==> src/rtl/bcd_display.sv <==
// bcd_display: 8-bit binary to 3-digit BCD converter (shift-and-add-3)
// driving a time-multiplexed 4-digit active-low seven-segment display.
module bcd_display #(
   parameter int unsigned SCAN_DIV = 100000
) (
   input  logic        clk,
   input  logic        rst_n,
   input  logic [7:0]  bin_in,
   input  logic        load,
   output logic        busy,
   output logic        done,
   output logic [11:0] bcd,
   output logic [6:0]  seg,
   output logic [3:0]  an
);

   localparam int unsigned CW = (SCAN_DIV > 1) ? $clog2(SCAN_DIV) : 1;
   localparam logic [6:0] SEG_BLANK = 7'b1111111;

   typedef enum logic [1:0] {ST_IDLE, ST_SHIFT, ST_DONE} state_t;

   state_t        r_state;
   state_t        w_next;
   logic [19:0]   r_shift;
   logic [19:0]   w_adj;
   logic [19:0]   w_shifted;
   logic [2:0]    r_cnt;
   logic [11:0]   r_bcd;
   logic [CW-1:0] r_scan;
   logic [1:0]    r_idx;
   logic [6:0]    r_seg;
   logic [3:0]    r_an;
   logic [6:0]    w_seg_next;
   logic [3:0]    w_an_next;

   function automatic logic [6:0] seg_code(input logic [3:0] d);
      logic [6:0] s;
      case (d)
         4'd0:    s = 7'b1000000;
         4'd1:    s = 7'b1111001;
         4'd2:    s = 7'b0100100;
         4'd3:    s = 7'b0110000;
         4'd4:    s = 7'b0011001;
         4'd5:    s = 7'b0010010;
         4'd6:    s = 7'b0000010;
         4'd7:    s = 7'b1111000;
         4'd8:    s = 7'b0000000;
         4'd9:    s = 7'b0010000;
         default: s = SEG_BLANK;
      endcase
      return s;
   endfunction

   // FSM state register
   always_ff @(posedge clk or negedge rst_n) begin
      if (!rst_n) r_state <= ST_IDLE;
      else        r_state <= w_next;
   end

   // Next-state logic; load only matters in IDLE
   always_comb begin
      w_next = r_state;
      case (r_state)
         ST_IDLE:  if (load) w_next = ST_SHIFT;
         ST_SHIFT: if (r_cnt == 3'd7) w_next = ST_DONE;
         ST_DONE:  w_next = ST_IDLE;
         default:  w_next = ST_IDLE;
      endcase
   end

   // Add 3 to every BCD field >= 5 before the shift
   always_comb begin
      w_adj = r_shift;
      for (int unsigned i = 0; i < 3; i++) begin
         if (r_shift[8 + 4*i +: 4] >= 4'd5)
            w_adj[8 + 4*i +: 4] = r_shift[8 + 4*i +: 4] + 4'd3;
      end
      w_shifted = {w_adj[18:0], 1'b0};
   end

   // Converter datapath: shift register, iteration count, result register
   always_ff @(posedge clk or negedge rst_n) begin
      if (!rst_n) begin
         r_shift <= '0;
         r_cnt   <= '0;
         r_bcd   <= '0;
      end else begin
         case (r_state)
            ST_IDLE: begin
               if (load) begin
                  r_shift <= {12'b0, bin_in};
                  r_cnt   <= '0;
               end
            end
            ST_SHIFT: begin
               r_shift <= w_shifted;
               r_cnt   <= r_cnt + 3'd1;
               if (r_cnt == 3'd7) r_bcd <= w_shifted[19:8];
            end
            default: ;
         endcase
      end
   end

   // Scan divider and digit index
   always_ff @(posedge clk or negedge rst_n) begin
      if (!rst_n) begin
         r_scan <= '0;
         r_idx  <= '0;
      end else if (r_scan == CW'(SCAN_DIV - 1)) begin
         r_scan <= '0;
         r_idx  <= r_idx + 2'd1;
      end else begin
         r_scan <= r_scan + CW'(1);
      end
   end

   // Digit select with leading-zero blanking, from the registered result only
   always_comb begin
      w_seg_next = SEG_BLANK;
      w_an_next  = ~(4'b0001 << r_idx);
      case (r_idx)
         2'd0: w_seg_next = seg_code(r_bcd[3:0]);
         2'd1: if (r_bcd[11:4] != 8'd0) w_seg_next = seg_code(r_bcd[7:4]);
         2'd2: if (r_bcd[11:8] != 4'd0) w_seg_next = seg_code(r_bcd[11:8]);
         default: w_seg_next = SEG_BLANK;
      endcase
   end

   // Registered display outputs, one cycle behind the index
   always_ff @(posedge clk or negedge rst_n) begin
      if (!rst_n) begin
         r_seg <= 7'b1000000;
         r_an  <= 4'b1110;
      end else begin
         r_seg <= w_seg_next;
         r_an  <= w_an_next;
      end
   end

   assign busy = (r_state != ST_IDLE);
   assign done = (r_state == ST_DONE);
   assign bcd  = r_bcd;
   assign seg  = r_seg;
   assign an   = r_an;

endmodule
==> config.mk <==
export PLATFORM = sky130hd
export DESIGN_NAME = bcd_display
export DESIGN_NICKNAME = d
export VERILOG_FILES = /design/src/rtl/bcd_display.sv
export SDC_FILE = /design/constraint.sdc
export NUM_CORES = 1
export LEC_CHECK = 0
export CAP_MARGIN = 20
export CORE_ASPECT_RATIO = 0.8
export CORE_MARGIN = 2
export CORE_UTILIZATION = 57
export DETAILED_ROUTE_END_ITERATION = 8
export PLACE_DENSITY_LB_ADDON = 0.25
export SETUP_SLACK_MARGIN = 0.2
export SYNTH_ARGS = -nofsm -noshare
export SYNTH_HDL_FRONTEND = slang
export SYNTH_SLANG_ARGS = --single-unit
==> constraint.sdc <==
create_clock -name clk -period 1.93 [get_ports clk]
set_input_delay 0.193 -clock clk [delete_from_list [all_inputs] [get_ports clk]]
set_output_delay 0.193 -clock clk [all_outputs]
set_load 0.01 [all_outputs]
After elaboration in Yosys (flattened, before gate mapping)
Memory sizes are Yosys's and may differ from the RTL's.
Cells that the tools add are included.
{ "totals": {"romBits": 336, "mem_count": 3, "ff_bits": 67} }
{ "classes": {"n_addsub": 6, "shift": 1, "bitwise": 1, "n_reduce_logical": 9, "n_lt_le_gt_ge": 3, "n_mux": 14, "n_eq_ne": 8} }
{ "mem_list": {"columns": ["name", "depth", "word_bits", "read_ports", "rd_ports_with_merged_regs", "write_ports", "line", "text"], "rows": [
  ["(name not given)", 16, 7, 1, 0, 0, "38", "case (d)"],
  ["(name not given)", 16, 7, 1, 0, 0, "38", null],
  ["(name not given)", 16, 7, 1, 0, 0, "38", null]
]} }
{ "ops": {"columns": ["op", "n"], "rows": [
  ["$pmux 20 s2", 1],
  ["$pmux 7 s3", 1],
  ["$mux 20", 1],
  ["$add 17x1->17 const B", 1],
  ["$eq 17x17->1 const B", 1],
  ["$mux 17", 1],
  ["$mux 7", 2],
  ["$ge 4x3->1 const B", 3],
  ["$add 4x2->4 const B", 2],
  ["$mux 4", 2],
  ["$reduce_bool 8->1", 1],
  ["$mux 3", 2],
  ["$pmux 3 s2", 1],
  ["$reduce_and 2->1", 3],
  ["$eq 2x1->1 const B", 2],
  ["$eq 2x2->1 const B", 2],
  ["$logic_not 2->1", 2],
  ["$mux 2", 2],
  ["$ne 2x2->1 const B", 2],
  ["$not 4->4", 1],
  ["$pmux 2 s2", 1],
  ["$reduce_bool 2->1", 2],
  ["$reduce_bool 4->1", 1],
  ["$shl 1x2->4 const A", 1],
  ["other kinds (4)", 4]
]} }

Depth between registers and ports, before layout
{ "depth": {"word_depth": 3, "ltp_mapped": 6, "depth_no_buf": 6} }

Worst setup path after synthesis
Ideal clock, no wire load.
{ "synth_timing": {"kind": "register -> register", "startpoint": "reg r_bcd[9], in the netlist bcd[9]", "endpoint": "reg r_seg[5], in the netlist seg[5]", "required_ns": 1.797, "slack_ns": 0.314, "path_buffers": 0, "setup_ns": 0.133, "arrival_time_ns": 1.482, "stages_incl_launch_ff": 7, "path_cell_list": "dfrtp_1 > inv_1 > ha_1 > nor3b_1 > a32o_1 > o21ai_0 > nand4b_1"} }
{ "synth_via": {"elab_chain_len": 3} }
{ "synth_rtl": {"columns": ["item", "line", "text"], "rows": [
  ["start: declaration", "28", "logic [11:0] r_bcd;"],
  ["start signal: assignment", "98", "if (r_cnt == 3'd7) r_bcd <= w_shifted[19:8];"],
  ["$mem_v2 16x7, or another cell as far along", null, null],
  ["$mux 7 (on tied branches)", "125, 124", null],
  ["$pmux 7 s3 *", "122", "case (r_idx)"],
  ["named net w_seg_next[5]", "33", "logic [6:0] w_seg_next;"],
  ["end signal: assignment", "136", "r_seg <= w_seg_next;"],
  ["end: declaration", "31", "logic [6:0] r_seg;"]
]} }
Mark *: on every way through the listed nets, which the timed path passes. The rest lies on a longest branch.
A chain may end at the register's enable or synchronous reset.

Worst setup path in the final report
{ "layout_timing": {"startpoint": "reg r_scan[13]", "endpoint": "reg r_idx[0]"} }
{ "layout_via": {"elab_chain_len": 1} }
{ "layout_rtl": {"columns": ["item", "line", "text"], "rows": [
  ["start: declaration", "29", "logic [CW-1:0] r_scan;"],
  ["start signal: assignment", "114", "r_scan <= r_scan + CW'(1);"],
  ["$eq 17x17->1", "110", "end else if (r_scan == CW'(SCAN_DIV - 1)) begin"],
  ["end signal: assignment", "112", "r_idx <= r_idx + 2'd1;"],
  ["end: declaration", "30", "logic [1:0] r_idx;"]
]} }
Every way passes these cells.

==> impl_metrics.prom <==
# TYPE chip_impl_metric gauge
chip_impl_info{name="status",value="completed"} 1
chip_impl_metric{name="mappedNetlistNets",unit=""} 416
chip_impl_metric{name="finalWeightedCongestion",unit=""} 0.867
chip_impl_metric{name="postSynthCellCount",unit=""} 375
chip_impl_metric{name="finalWorstPathRequiredPeriod",unit="ns"} 1.67
chip_impl_metric{name="synth_async_sr_flop_share",unit="%"} 100
chip_impl_metric{name="skew",unit="ns"} 0.00752
chip_impl_metric{name="grt_use_total",unit="%"} 22.8
chip_impl_metric{name="detail-route-antenna-nets",unit=""} 0
chip_impl_metric{name="via_per_inst",unit=""} 5.53
chip_impl_metric{name="pwr_density_cell",unit="nW/um^2"} 1350
chip_impl_metric{name="crit_required",unit="ns"} 2.19
chip_impl_info{name="most-common-layout-cells",value="54 x dfrtp_1, 45 x o21ai_0, 36 x nand2_1"} 1
chip_impl_metric{name="antenna_cells",unit=""} 0
chip_impl_metric{name="mappedNetlistArea",unit="um^2"} 3650
chip_impl_metric{name="tightestPinTransition",unit="ns"} 0.597
chip_impl_info{name="critical_path.slowest_cell",value="or4_4"} 1
chip_impl_metric{name="num_io_pins",unit=""} 36
chip_impl_metric{name="pwr-share-clk",unit="%"} 19.1
chip_impl_metric{name="switching_share",unit="%"} 38.0
chip_impl_info{name="critical_path.cell_chain",value="or4_4, nor4_4, buf_4, xnor2_1"} 1
chip_impl_metric{name="drt_iter0_markers",unit=""} 160
chip_impl_metric{name="power",unit="uW"} 5990
chip_impl_metric{name="die_height",unit="um"} 75.5
chip_impl_metric{name="switchingPower",unit="uW"} 2280
chip_impl_metric{name="synth_seq_area_share",unit="%"} 46.1
chip_impl_info{name="startpoint_type",value="flop"} 1
chip_impl_metric{name="power_frac_comb",unit="%"} 43.2
chip_impl_metric{name="finalMaxSlewViolations",unit=""} 0
chip_impl_metric{name="slowest_delay",unit="ns"} 0.54
chip_impl_info{name="r2r-end",value="r_idx[0]"} 1
chip_impl_metric{name="report.final.hold_viol_count",unit=""} 0
chip_impl_metric{name="grt_pass1_vias",unit=""} 2754
chip_impl_metric{name="cts_sinks",unit=""} 67
chip_impl_info{name="rsz0062_at_grt",value="yes"} 1
chip_impl_metric{name="path_clk_slew",unit="ns"} 0.07
chip_impl_metric{name="finalCritPeriodShare",unit="%"} 86.5
chip_impl_info{name="tritoncts",value="yes"} 1
chip_impl_metric{name="finalWirelength",unit="mm"} 7.32
chip_impl_metric{name="rows",unit=""} 26
chip_impl_metric{name="clockBufferDepth",unit=""} 2
chip_impl_metric{name="timing.setup.tns",unit="ns"} 0
chip_impl_metric{name="htree_levels",unit=""} 3
chip_impl_metric{name="first_pass_iters",unit=""} 4
chip_impl_metric{name="route.detailed.drc",unit=""} 0
chip_impl_info{name="worstReg2RegStart",value="r_scan[13]"} 1
chip_impl_metric{name="postSynthRegisterBits",unit=""} 67
chip_impl_metric{name="io_buffer_count",unit=""} 35
chip_impl_metric{name="synth.top_cell.area_share",unit="%"} 43.2
chip_impl_metric{name="effective_utilization_at_floorplan",unit="%"} 58.1
chip_impl_info{name="synth_largest_area_cell",value="dfrtp_1"} 1
chip_impl_metric{name="synthesis.area_per_instance",unit="um^2"} 9.73
chip_impl_metric{name="die_area",unit="um^2"} 7060
chip_impl_metric{name="cap_violations",unit=""} 0
chip_impl_metric{name="synth_warnings",unit=""} 0
chip_impl_metric{name="slew_headroom",unit="%"} 60.2
chip_impl_metric{name="cp_num_buf_inv",unit=""} 1
chip_impl_metric{name="worst_ep_arrival_time",unit="ns"} 1.93
chip_impl_metric{name="seq_power_share",unit="%"} 37.6
chip_impl_metric{name="dr_total_vias",unit=""} 2836
chip_impl_metric{name="synth-edff-count",unit=""} 0
chip_impl_metric{name="grt_max_degree",unit=""} 25
chip_impl_metric{name="signed_area_change_from_the_synthesized_netlist_to_the_final_layout",unit="%"} 21.2
chip_impl_metric{name="timing.reg2reg.worst_path_depth",unit=""} 4
chip_impl_info{name="worst_setup_path_end_kind",value="flop"} 1
chip_impl_metric{name="finish.net_count",unit=""} 465
chip_impl_metric{name="cts_buffers",unit=""} 9
chip_impl_metric{name="post-dp-hpwl",unit="mm"} 5.21
chip_impl_metric{name="global_route.overflow_total",unit=""} 0
chip_impl_metric{name="worstSkewPairLatency",unit="ns"} 0.34
chip_impl_metric{name="achievable-frequency",unit="MHz"} 599
chip_impl_metric{name="power.static_leakage",unit="uW"} 0.00191
chip_impl_info{name="critical_path.startpoint",value="r_scan[13]"} 1
chip_impl_info{name="mostFrequentLayoutCell",value="dfrtp_1"} 1
chip_impl_metric{name="layout-drive-gt1-share",unit="%"} 15.2
chip_impl_info{name="post_synth_main_area_contributors",value="dfrtp_1 43%, ha_1 10%, o21ai_0 6.4%"} 1
chip_impl_info{name="worstSetupPathType",value="flop to flop"} 1
chip_impl_metric{name="ir_drop",unit="uV"} 851
chip_impl_metric{name="wl_per_cell",unit="um"} 14.3
chip_impl_metric{name="setup_violations",unit=""} 0
chip_impl_metric{name="grt_first_pass_wirelength",unit="mm"} 12.5
chip_impl_metric{name="setup.reg_to_reg.worst_slack",unit="ns"} 0.26
chip_impl_metric{name="critical_path.max_fanout",unit=""} 4
chip_impl_metric{name="intPower",unit="uW"} 3710
chip_impl_info{name="yosys_most_used_dff",value="dfrtp_1"} 1
chip_impl_info{name="clock_tree.root_cell",value="clkbuf_8"} 1
chip_impl_metric{name="yosysUniqueCellTypes",unit=""} 45
chip_impl_info{name="hold_path_class",value="input port to async pin"} 1
chip_impl_metric{name="antenna_found_initial",unit=""} 0
chip_impl_metric{name="fp.coreArea",unit="um^2"} 6280
chip_impl_metric{name="dieWidth",unit="um"} 93.4
chip_impl_info{name="critical_path.top_delay_family",value="simple AND/OR/NAND/NOR gates"} 1
synth_stat cells, types with 8 or more instances:
master,count
o21ai_0,47
nand4_1,8
ha_1,30
a22oi_1,8
nor2_1,21
a21oi_1,21
inv_1,23
xnor2_1,13
nand2_1,36
nand2b_1,10
dfrtp_1,63
nand3_1,10
clkbuf_1,12
power by group through the flow:
stage	Clock (uW)	Sequential [uW]	Combinational, uW
floorplan	0	2180	1650
detailed placement	0	2280	2470
global placement	0	2250	2390
global route	1240	2320	2930
finish	1150	2250	2590
CTS	1170	2230	2550
registers in the layout, summed over array words and instances, names as in the netlist:
register,count
r_shift,20
r_scan,17
seg,7
r_idx,2
r_state,2
r_cnt,3
bcd,12
an,4
routing by layer:
metal  track usage [%]  wire length, um  vias up
li1                  -                -     1410
met1              29.4             3290     1339
met2              37.6             3590       75
met3              6.03              356       12
met4              8.66               87        0
met5                 0                0        -
worst max-delay path by stage:
stage,endpoint,slack (ns),cells after the start
floorplan,seg[5],0.31,6
global placement,seg[1],0.32,6
detailed placement,seg[1],0.24,6
CTS,bcd[11],0.21,1
global route,r_shift[14],0.17,6
finish,r_idx[0],0.26,4
area by class of cell:
| cell class | instances | area (um^2) |
|---|---|---|
| tap | 84 | 105 |
| clock buffer | 11 | 141 |
| multi-input combinational | 271 | 1840 |
| fill | 490 | 1860 |
| timing repair buffer | 52 | 502 |
| inverter | 23 | 86.3 |
| sequential | 67 | 1690 |
| clock inverter | 5 | 52.6 |
worst register-to-register path, cell delays in order (launching register included):
cell     delay (ns)
dfrtp_1        0.42
or4_4          0.54
nor4_4         0.33
buf_4          0.19
xnor2_1        0.11
logic make-up (layout without fill, tap and decap cells):
kind of cell             count (synthesis)  in the layout  share of synthesized area, %
flip-flops                              67             67                          46.1
adder cells (fa/ha/maj)                 30             30                          10.3
XOR/XNOR                                19             19                          4.56
AO/OA/AOI/OAI                           96             96                          15.6
buffers and inverters                   37             91                          4.05
AND/OR/NAND/NOR                        121            121                          17.9
multiplexers                             5              5                          1.48
repair_timing:
item / CTS / global route
gates resized for setup: 5 / 15
pin swaps: 0 / 1
endpoints found under the hold margin: 18 / 0
hold buffers: 1 / 0
endpoints found under the setup margin: 4 / 19
setup buffers: 4 / 3
per-stage QoR:
step                std cells  setup slack, ns  cell area (um^2)  util (%)  hold WS [ns]
global placement          489            0.317              4130      65.8         0.233
CTS                       510            0.207              4370      69.5         0.394
global route              513            0.170              4420      70.4         0.430
finish                    513            0.260              4420      70.4         0.382
floorplan                 375            0.314              3650         -        -0.103
detailed placement        489            0.238              4130      65.8         0.230
No activity file was read; power rests on OpenSTA's default activity.
